--- config.mk ---
export PLATFORM = sky130hd
export DESIGN_NAME = mem_stage
export DESIGN_NICKNAME = d
export VERILOG_FILES = /design/src/rtl/mem_stage_pkg.sv /design/src/rtl/load_aligner.sv /design/src/rtl/mem_stage.sv
export SDC_FILE = /design/constraint.sdc
export NUM_CORES = 1
export LEC_CHECK = 0
export BUFFER_PORTS_ARGS = -buffer_cell sky130_fd_sc_hd__buf_2
export CAP_MARGIN = 20
export CORE_ASPECT_RATIO = 1.2
export CORE_MARGIN = 2
export CORE_UTILIZATION = 46
export DETAILED_ROUTE_END_ITERATION = 8
export GPL_TIMING_DRIVEN = 0
export HOLD_SLACK_MARGIN = 0.05
export PLACE_DENSITY_LB_ADDON = 0.3
export SKIP_LAST_GASP = 1
export SYNTH_ARGS = -nofsm -noshare
export SYNTH_HDL_FRONTEND = slang
export SYNTH_SLANG_ARGS = --single-unit
--- constraint.sdc ---
create_clock -name clk -period 2.45 [get_ports clk]
set_input_delay 0.49 -clock clk [delete_from_list [all_inputs] [get_ports clk]]
set_output_delay 0.49 -clock clk [all_outputs]
set_load 0.03 [all_outputs]
--- src/rtl/mem_stage_pkg.sv ---
// mem_stage_pkg
//   Shared definitions for the memory-access pipeline stage:
//     - FSM state encoding (IDLE / BUSY)
//     - access SIZE codes carried in CRT_MEM[4:2]
//     - bit positions of the fields inside CRT_MEM
//     - small helpers that classify a SIZE code as byte / halfword access
//   Codes outside the five defined SIZE values (011, 110, 111) classify as
//   word accesses everywhere, so they can never produce a partial lane.
package mem_stage_pkg;

  typedef enum logic {
    ST_IDLE = 1'b0,
    ST_BUSY = 1'b1
  } state_e;

  localparam logic [2:0] SZ_B  = 3'b000;
  localparam logic [2:0] SZ_H  = 3'b001;
  localparam logic [2:0] SZ_W  = 3'b010;
  localparam logic [2:0] SZ_BU = 3'b100;
  localparam logic [2:0] SZ_HU = 3'b101;

  localparam int CRT_RD_BIT   = 0;
  localparam int CRT_WR_BIT   = 1;
  localparam int CRT_SIZE_LSB = 2;
  localparam int CRT_SIZE_MSB = 4;

  // Bit 2 of SIZE only selects zero-extension; bits [1:0] give the width.
  function automatic logic size_is_byte(input logic [2:0] size);
    return (size[1:0] == 2'b00);
  endfunction

  function automatic logic size_is_half(input logic [2:0] size);
    return (size[1:0] == 2'b01);
  endfunction

endpackage

--- src/rtl/load_aligner.sv ---
// load_aligner
//   Combinational load-data formatter. Selects the byte / halfword lane of a
//   32-bit read word addressed by addr_lo and extends it to 32 bits.
//   Ports:
//     rdata    in  32  raw word returned by data memory
//     addr_lo  in  2   low address bits of the access (lane select)
//     size     in  3   access SIZE code (B, H, W, BU, HU)
//     data_out out 32  extended load value
//   B/H sign-extend, BU/HU zero-extend, W (and unlisted codes) pass through.
module load_aligner
  import mem_stage_pkg::*;
(
  input  logic [31:0] rdata,
  input  logic [1:0]  addr_lo,
  input  logic [2:0]  size,
  output logic [31:0] data_out
);

  logic        [31:0] shifted;
  logic signed [7:0]  lane_b;
  logic signed [15:0] lane_h;

  always_comb begin
    // Move the addressed lane down to bit 0.
    shifted = rdata >> {addr_lo, 3'b000};
    lane_b  = shifted[7:0];
    lane_h  = shifted[15:0];
    data_out = rdata;
    if (size_is_byte(size)) begin
      data_out = size[2] ? {24'h0, lane_b} : {{24{lane_b[7]}}, lane_b};
    end else if (size_is_half(size)) begin
      data_out = size[2] ? {16'h0, lane_h} : {{16{lane_h[15]}}, lane_h};
    end
  end

endmodule

--- src/rtl/mem_stage.sv ---
// mem_stage
//   MEM pipeline stage: issues one data-memory access per load/store, stalls
//   upstream while the access is outstanding, and registers results for WB.
//   Optional feature: define MEM_TIMEOUT_EN to abort an access that receives
//   no DMEM_ACK within TIMEOUT_CYCLES BUSY cycles (reported via BUS_ERR_OUT).
//   Ports:
//     clk, rst            clock, synchronous active-high reset
//     VALID_IN            EXE result valid this cycle
//     CRT_MEM_IN[4:0]     [0] read, [1] write, [4:2] SIZE
//     CRT_WB_IN[1:0]      WB control, passed through
//     ALU_RESULT_IN[31:0] effective address / ALU value
//     DATO_B_IN[31:0]     store data
//     INST_IN[4:0]        destination register index
//     STALL_OUT           upstream must hold its inputs (state == BUSY)
//     DMEM_REQ/WE/ADDR/WDATA/BE   data-memory request, held through BUSY
//     DMEM_ACK, DMEM_RDATA        memory completion and read data
//     VALID_OUT, MISALIGN_OUT, BUS_ERR_OUT   one-cycle WB qualifiers
//     READ_DATA_OUT, ALU_RESULT_OUT, INST_OUT, CRT_WB_OUT  registered to WB
module mem_stage
  import mem_stage_pkg::*;
#(
  parameter int TIMEOUT_CYCLES = 255
) (
  input  logic        clk,
  input  logic        rst,
  input  logic        VALID_IN,
  input  logic [4:0]  CRT_MEM_IN,
  input  logic [1:0]  CRT_WB_IN,
  input  logic [31:0] ALU_RESULT_IN,
  input  logic [31:0] DATO_B_IN,
  input  logic [4:0]  INST_IN,
  output logic        STALL_OUT,
  output logic        DMEM_REQ,
  output logic        DMEM_WE,
  output logic [31:0] DMEM_ADDR,
  output logic [31:0] DMEM_WDATA,
  output logic [3:0]  DMEM_BE,
  input  logic        DMEM_ACK,
  input  logic [31:0] DMEM_RDATA,
  output logic        VALID_OUT,
  output logic        MISALIGN_OUT,
  output logic        BUS_ERR_OUT,
  output logic [31:0] READ_DATA_OUT,
  output logic [31:0] ALU_RESULT_OUT,
  output logic [4:0]  INST_OUT,
  output logic [1:0]  CRT_WB_OUT
);

  function automatic logic [3:0] store_be(input logic [2:0] size, input logic [1:0] alo);
    logic [3:0] be;
    be = 4'b1111;
    if (size_is_byte(size))      be = 4'b0001 << alo;
    else if (size_is_half(size)) be = 4'b0011 << alo;
    return be;
  endfunction

  // Replicating the datum across lanes lets BE alone select the target bytes.
  function automatic logic [31:0] store_wdata(input logic [2:0] size, input logic [31:0] d);
    logic [31:0] w;
    w = d;
    if (size_is_byte(size))      w = {4{d[7:0]}};
    else if (size_is_half(size)) w = {2{d[15:0]}};
    return w;
  endfunction

  function automatic logic is_misaligned(input logic [2:0] size, input logic [1:0] alo);
    logic mis;
    mis = (alo != 2'b00);
    if (size_is_byte(size))      mis = 1'b0;
    else if (size_is_half(size)) mis = alo[0];
    return mis;
  endfunction

  state_e      state_q, state_d;
  logic        dmem_req_q, dmem_req_d;
  logic        dmem_we_q, dmem_we_d;
  logic [31:0] dmem_addr_q, dmem_addr_d;
  logic [31:0] dmem_wdata_q, dmem_wdata_d;
  logic [3:0]  dmem_be_q, dmem_be_d;
  logic        valid_q, valid_d;
  logic        misalign_q, misalign_d;
  logic [31:0] read_data_q, read_data_d;
  logic [31:0] alu_res_q, alu_res_d;
  logic [4:0]  inst_q, inst_d;
  logic [1:0]  crt_wb_q, crt_wb_d;

  // Pending access bookkeeping, only meaningful while BUSY.
  logic [31:0] pend_alu_q, pend_alu_d;
  logic [2:0]  pend_size_q, pend_size_d;
  logic        pend_load_q, pend_load_d;
  logic [4:0]  pend_inst_q, pend_inst_d;
  logic [1:0]  pend_wb_q, pend_wb_d;

  logic        rd_in, wr_in;
  logic [2:0]  size_in;
  logic [31:0] load_data;

`ifdef MEM_TIMEOUT_EN
  localparam int TMO_W = $clog2(TIMEOUT_CYCLES + 1);
  localparam logic [TMO_W-1:0] TMO_LAST = TMO_W'(TIMEOUT_CYCLES - 1);
  logic [TMO_W-1:0] tmo_cnt_q, tmo_cnt_d;
  logic             bus_err_q, bus_err_d;
  assign BUS_ERR_OUT = bus_err_q;
`else
  logic cfg_unused;
  assign cfg_unused  = (TIMEOUT_CYCLES == 0);
  assign BUS_ERR_OUT = 1'b0;
`endif

  assign rd_in   = CRT_MEM_IN[CRT_RD_BIT];
  assign wr_in   = CRT_MEM_IN[CRT_WR_BIT];
  assign size_in = CRT_MEM_IN[CRT_SIZE_MSB:CRT_SIZE_LSB];

  load_aligner u_load_aligner (
    .rdata    (DMEM_RDATA),
    .addr_lo  (pend_alu_q[1:0]),
    .size     (pend_size_q),
    .data_out (load_data)
  );

  always_comb begin
    state_d      = state_q;
    dmem_req_d   = dmem_req_q;
    dmem_we_d    = dmem_we_q;
    dmem_addr_d  = dmem_addr_q;
    dmem_wdata_d = dmem_wdata_q;
    dmem_be_d    = dmem_be_q;
    valid_d      = 1'b0;
    misalign_d   = 1'b0;
    read_data_d  = read_data_q;
    alu_res_d    = alu_res_q;
    inst_d       = inst_q;
    crt_wb_d     = crt_wb_q;
    pend_alu_d   = pend_alu_q;
    pend_size_d  = pend_size_q;
    pend_load_d  = pend_load_q;
    pend_inst_d  = pend_inst_q;
    pend_wb_d    = pend_wb_q;
`ifdef MEM_TIMEOUT_EN
    bus_err_d    = 1'b0;
    tmo_cnt_d    = tmo_cnt_q;
`endif

    case (state_q)
      ST_IDLE: begin
        if (VALID_IN) begin
          if (!(rd_in || wr_in) || is_misaligned(size_in, ALU_RESULT_IN[1:0])) begin
            // Non-memory op or rejected access: complete in one cycle.
            valid_d     = 1'b1;
            misalign_d  = (rd_in || wr_in);
            read_data_d = 32'h0;
            alu_res_d   = ALU_RESULT_IN;
            inst_d      = INST_IN;
            crt_wb_d    = CRT_WB_IN;
          end else begin
            state_d      = ST_BUSY;
            dmem_req_d   = 1'b1;
            dmem_we_d    = wr_in;
            dmem_addr_d  = {ALU_RESULT_IN[31:2], 2'b00};
            dmem_be_d    = store_be(size_in, ALU_RESULT_IN[1:0]);
            dmem_wdata_d = wr_in ? store_wdata(size_in, DATO_B_IN) : 32'h0;
            pend_alu_d   = ALU_RESULT_IN;
            pend_size_d  = size_in;
            // A combined read+write is performed as a store only.
            pend_load_d  = rd_in && !wr_in;
            pend_inst_d  = INST_IN;
            pend_wb_d    = CRT_WB_IN;
`ifdef MEM_TIMEOUT_EN
            tmo_cnt_d    = '0;
`endif
          end
        end
      end
      ST_BUSY: begin
        if (DMEM_ACK) begin
          state_d     = ST_IDLE;
          dmem_req_d  = 1'b0;
          dmem_we_d   = 1'b0;
          dmem_be_d   = 4'b0000;
          valid_d     = 1'b1;
          read_data_d = pend_load_q ? load_data : 32'h0;
          alu_res_d   = pend_alu_q;
          inst_d      = pend_inst_q;
          crt_wb_d    = pend_wb_q;
        end
`ifdef MEM_TIMEOUT_EN
        else if (tmo_cnt_q == TMO_LAST) begin
          state_d     = ST_IDLE;
          dmem_req_d  = 1'b0;
          dmem_we_d   = 1'b0;
          dmem_be_d   = 4'b0000;
          valid_d     = 1'b1;
          bus_err_d   = 1'b1;
          read_data_d = 32'h0;
          alu_res_d   = pend_alu_q;
          inst_d      = pend_inst_q;
          crt_wb_d    = pend_wb_q;
        end else begin
          tmo_cnt_d   = tmo_cnt_q + TMO_W'(1);
        end
`endif
      end
      default: state_d = ST_IDLE;
    endcase
  end

  always_ff @(posedge clk) begin
    if (rst) begin
      state_q      <= ST_IDLE;
      dmem_req_q   <= 1'b0;
      dmem_we_q    <= 1'b0;
      dmem_addr_q  <= 32'h0;
      dmem_wdata_q <= 32'h0;
      dmem_be_q    <= 4'b0000;
      valid_q      <= 1'b0;
      misalign_q   <= 1'b0;
      read_data_q  <= 32'h0;
      alu_res_q    <= 32'h0;
      inst_q       <= 5'h0;
      crt_wb_q     <= 2'b00;
`ifdef MEM_TIMEOUT_EN
      bus_err_q    <= 1'b0;
      tmo_cnt_q    <= '0;
`endif
    end else begin
      state_q      <= state_d;
      dmem_req_q   <= dmem_req_d;
      dmem_we_q    <= dmem_we_d;
      dmem_addr_q  <= dmem_addr_d;
      dmem_wdata_q <= dmem_wdata_d;
      dmem_be_q    <= dmem_be_d;
      valid_q      <= valid_d;
      misalign_q   <= misalign_d;
      read_data_q  <= read_data_d;
      alu_res_q    <= alu_res_d;
      inst_q       <= inst_d;
      crt_wb_q     <= crt_wb_d;
`ifdef MEM_TIMEOUT_EN
      bus_err_q    <= bus_err_d;
      tmo_cnt_q    <= tmo_cnt_d;
`endif
    end
  end

  // Pending fields are only consumed while BUSY, which reset always leaves.
  always_ff @(posedge clk) begin
    pend_alu_q  <= pend_alu_d;
    pend_size_q <= pend_size_d;
    pend_load_q <= pend_load_d;
    pend_inst_q <= pend_inst_d;
    pend_wb_q   <= pend_wb_d;
  end

  assign STALL_OUT      = (state_q == ST_BUSY);
  assign DMEM_REQ       = dmem_req_q;
  assign DMEM_WE        = dmem_we_q;
  assign DMEM_ADDR      = dmem_addr_q;
  assign DMEM_WDATA     = dmem_wdata_q;
  assign DMEM_BE        = dmem_be_q;
  assign VALID_OUT      = valid_q;
  assign MISALIGN_OUT   = misalign_q;
  assign READ_DATA_OUT  = read_data_q;
  assign ALU_RESULT_OUT = alu_res_q;
  assign INST_OUT       = inst_q;
  assign CRT_WB_OUT     = crt_wb_q;

endmodule

==> results.py <==
metrics = {
    "route": {
        "dr.pass1.iters": 5,
        "wirelength_um": 22300,
        "wl_per_cell_um": 17.6,
        "routed-via-count": 6788,
        "drt_iter0_drc": 487,
        "antenna_left": 0,
        "drc_errors": 0,
        "via_per_inst": 5.34,
    },
    "sta": {
        "fin_crit_sh": 0.874,
        "finalHoldViolCount": 0,
        "rsz0062_at_grt": "false",
        "setup_violations": 0,
        "finalSetupTns_ns": 0,
        "holdWs_ns": 0.248,
        "maxSlewViolCount": 0,
        "skew_ns": 0.00922,
        "fmax_mhz": 467,
        "tightest_slew_ns": 0.798,
        "finalCriticalPeriod_ns": 2.14,
        "relSlewSlack": 0.468,
    },
    "logic_synthesis": {
        "synthFlopType": "dfxtp_1",
        "synth_cells": 766,
        "avgSynthCellArea_um2": 10.2,
        "synth_edf_count": 43,
        "synth_cell_type_count": 56,
        "synth_warnings": 0,
        "seq_area_frac_synth": 0.529,
        "async_reset_ff_frac": 0,
        "synth-seq-cells": 185,
        "syn-cell-area_um2": 7810,
    },
    "flow_run": {
        "cap_violations": 0,
    },
    "finish": {
        "multiInputGateArea_um2": 3330,
        "fillers": 1521,
        "layout.nets": 1157,
        "layout_common_cells": "275 x buf_2, 142 x dfxtp_1, 111 x nand2_1",
        "seq_area_um2": 4130,
        "areaGrowthSynthToFinish_pct": 27.7,
        "layout_commonest_cell": "buf_2",
        "drive_gt1_frac": 0.348,
    },
    "grt": {
        "grt_pass1_wl_um": 34700,
        "grt_usage": 0.246,
        "grt_overflow": 0,
        "grt_max_degree": 34,
        "grt_pass1_vias": 6525,
        "antenna_found_initial": 2,
    },
    "clock_network": {
        "path_clk_slew_ns": 0.07,
        "htree_levels": 4,
        "cts.path.max_buffers": 2,
        "clock_sink_count": 185,
        "cts_tree": "built",
        "cts_inserted_buffers": 17,
        "clockRootBuffer": "clkbuf_16",
        "cts-resized-gates": 0,
        "cts_hold_buf": 0,
        "insertion_delay_ns": 0.43,
    },
    "worst_setup_path": {
        "crit_path_start_kind": "flip-flop",
        "end_kind": "flip-flop",
        "crit_type": "flip-flop to flip-flop",
        "critPathArrivalTime_ns": 2.49,
        "rr_worst_depth": 8,
        "reg2reg_slack_ns": 0.31,
        "r2r_end": "DMEM_ADDR[14]",
        "r2r-start": "STALL_OUT",
        "worstPathRequired_ns": 2.80,
        "cp_max_fo": 29,
    },
    "power_and_ir_drop": {
        "ir_worst_vdd_mv": 0.408,
        "powerDensity_nw_per_um2": 735,
        "power.leakage_nw": 4.24,
        "finalPower_mw": 7.34,
    },
    "worst_hold_path": {
        "hold_path_class": "input port to flip-flop",
        "min_to": "pend_wb_q[1]",
        "min_from": "CRT_WB_IN[1]",
        "hold_depth": 1,
    },
    "floorplan": {
        "ios": 257,
        "initial_core_util": 0.466,
        "fp-row-count": 52,
        "die_w_um": 123,
        "core_area_um2": 16800,
        "dieArea_um2": 18100,
        "die_h_um": 147,
    },
    "run_status": {
        "status": "finished, final reports clean",
    },
    "placed_design": {
        "hpwl_um": 16700,
        "gp_congestion": 0.852,
        "port_buffers": 252,
    },
}
cell families after synthesis:
logic type / after synthesis / synth area share
DFF: 185 / 0.529
buffers and inverters: 74 / 0.0461
and+or+nand+nor: 245 / 0.151
AOI/OAI and AO/OA: 180 / 0.163
muxes: 77 / 0.104
adders and majority gates: 4 / 0.00640
other: 1 / 0.000480
critical path: stages, from the launching register on:
cell	delay (ns)
dfxtp_1	0.31
buf_4	0.17
nor2b_2	0.22
nand4_1	0.28
inv_2	0.17
buf_4	0.37
buf_2	0.32
nand2_1	0.08
a21oi_1	0.13
cell usage after synthesis, types with 3 or more instances:
library cell,n,area (µm²)
inv_1,3,11.3
nand2_1,111,417
a221o_1,16,160
a21oi_1,83,415
nand2b_1,5,31.3
buf_4,6,45.0
ha_1,4,50.1
nor3b_1,7,52.6
or3_1,4,25.0
o22ai_1,4,25.0
mux2i_1,54,541
a211o_1,8,70.1
mux2_2,22,248
a211oi_2,10,125
nand3_1,41,205
nor3_1,45,225
a22oi_1,4,30.0
nor2b_1,7,43.8
nor2_1,8,30.0
clkbuf_1,34,128
buf_6,4,45.0
edfxtp_1,43,1290
a211oi_1,30,225
o21ai_0,9,45.0
a2111oi_0,3,26.3
buf_2,24,120
dfxtp_1,142,2840
worst max-delay path by stage:
| stage | from | to | slack, ns | cells after the start |
|---|---|---|---|---|
| after floorplan | ALU_RESULT_IN[0] | pend_alu_q[0] | 0.05 | 7 |
| after global placement | ALU_RESULT_IN[1] | pend_alu_q[8] | -0.85 | 8 |
| after detailed placement | ALU_RESULT_IN[0] | pend_alu_q[29] | -0.59 | 9 |
| after CTS | STALL_OUT | DMEM_ADDR[14] | 0.09 | 8 |
| after global routing | ALU_RESULT_IN[0] | DMEM_ADDR[14] | 0.10 | 10 |
| final | STALL_OUT | DMEM_ADDR[14] | 0.31 | 8 |
per-layer routing:
metal  global-route usage  share of wire
met1                0.316           0.43
met2                0.408           0.49
met3               0.0474          0.056
met4               0.0903          0.024
met5                    0              0
through the flow:
step                      instance area, µm²  utilization  cells  setup WS [ns]
after floorplan                         7820            -    768         0.0498
after global placement                  9350        0.557   1236         -0.855
after detailed placement                9370        0.558   1237         -0.592
after CTS                               9960        0.593   1268         0.0869
after global routing                    9980        0.595   1272          0.104
final                                   9980        0.595   1272          0.309
layout make-up:
type,instances,share of cell area
clock inverter,14,0.0164
clock buffer,18,0.0430
antenna,2,0.000501
timing repair buffer,255,0.130
buffer,69,0.0341
sequential,185,0.414
tap,216,0.0271
inverter,4,0.00150
multi-input combinational,509,0.333
power breakdown:
group / internal, mW / total (mW) / leakage [nW] / switching, mW
registers: 3.28 / 3.35 / 1.56 / 0.0704
logic: 0.404 / 1.18 / 2.41 / 0.781
clock network: 1.53 / 2.80 / 0.279 / 1.26
registers in the layout, indices dropped and copies added, names as in the netlist, 2 cells and up:
signal          count
CRT_WB_OUT          2
READ_DATA_OUT      32
INST_OUT            5
DMEM_ADDR          30
pend_wb_q           2
pend_inst_q         5
DMEM_BE             4
pend_alu_q         32
ALU_RESULT_OUT     32
DMEM_WDATA         32
pend_size_q         3
repair_timing:
item,CTS,global route
pin swaps,0,1
setup buffers,0,2
endpoints found under the setup margin,33,37
Note: power is estimated with default switching activity, not from simulation.
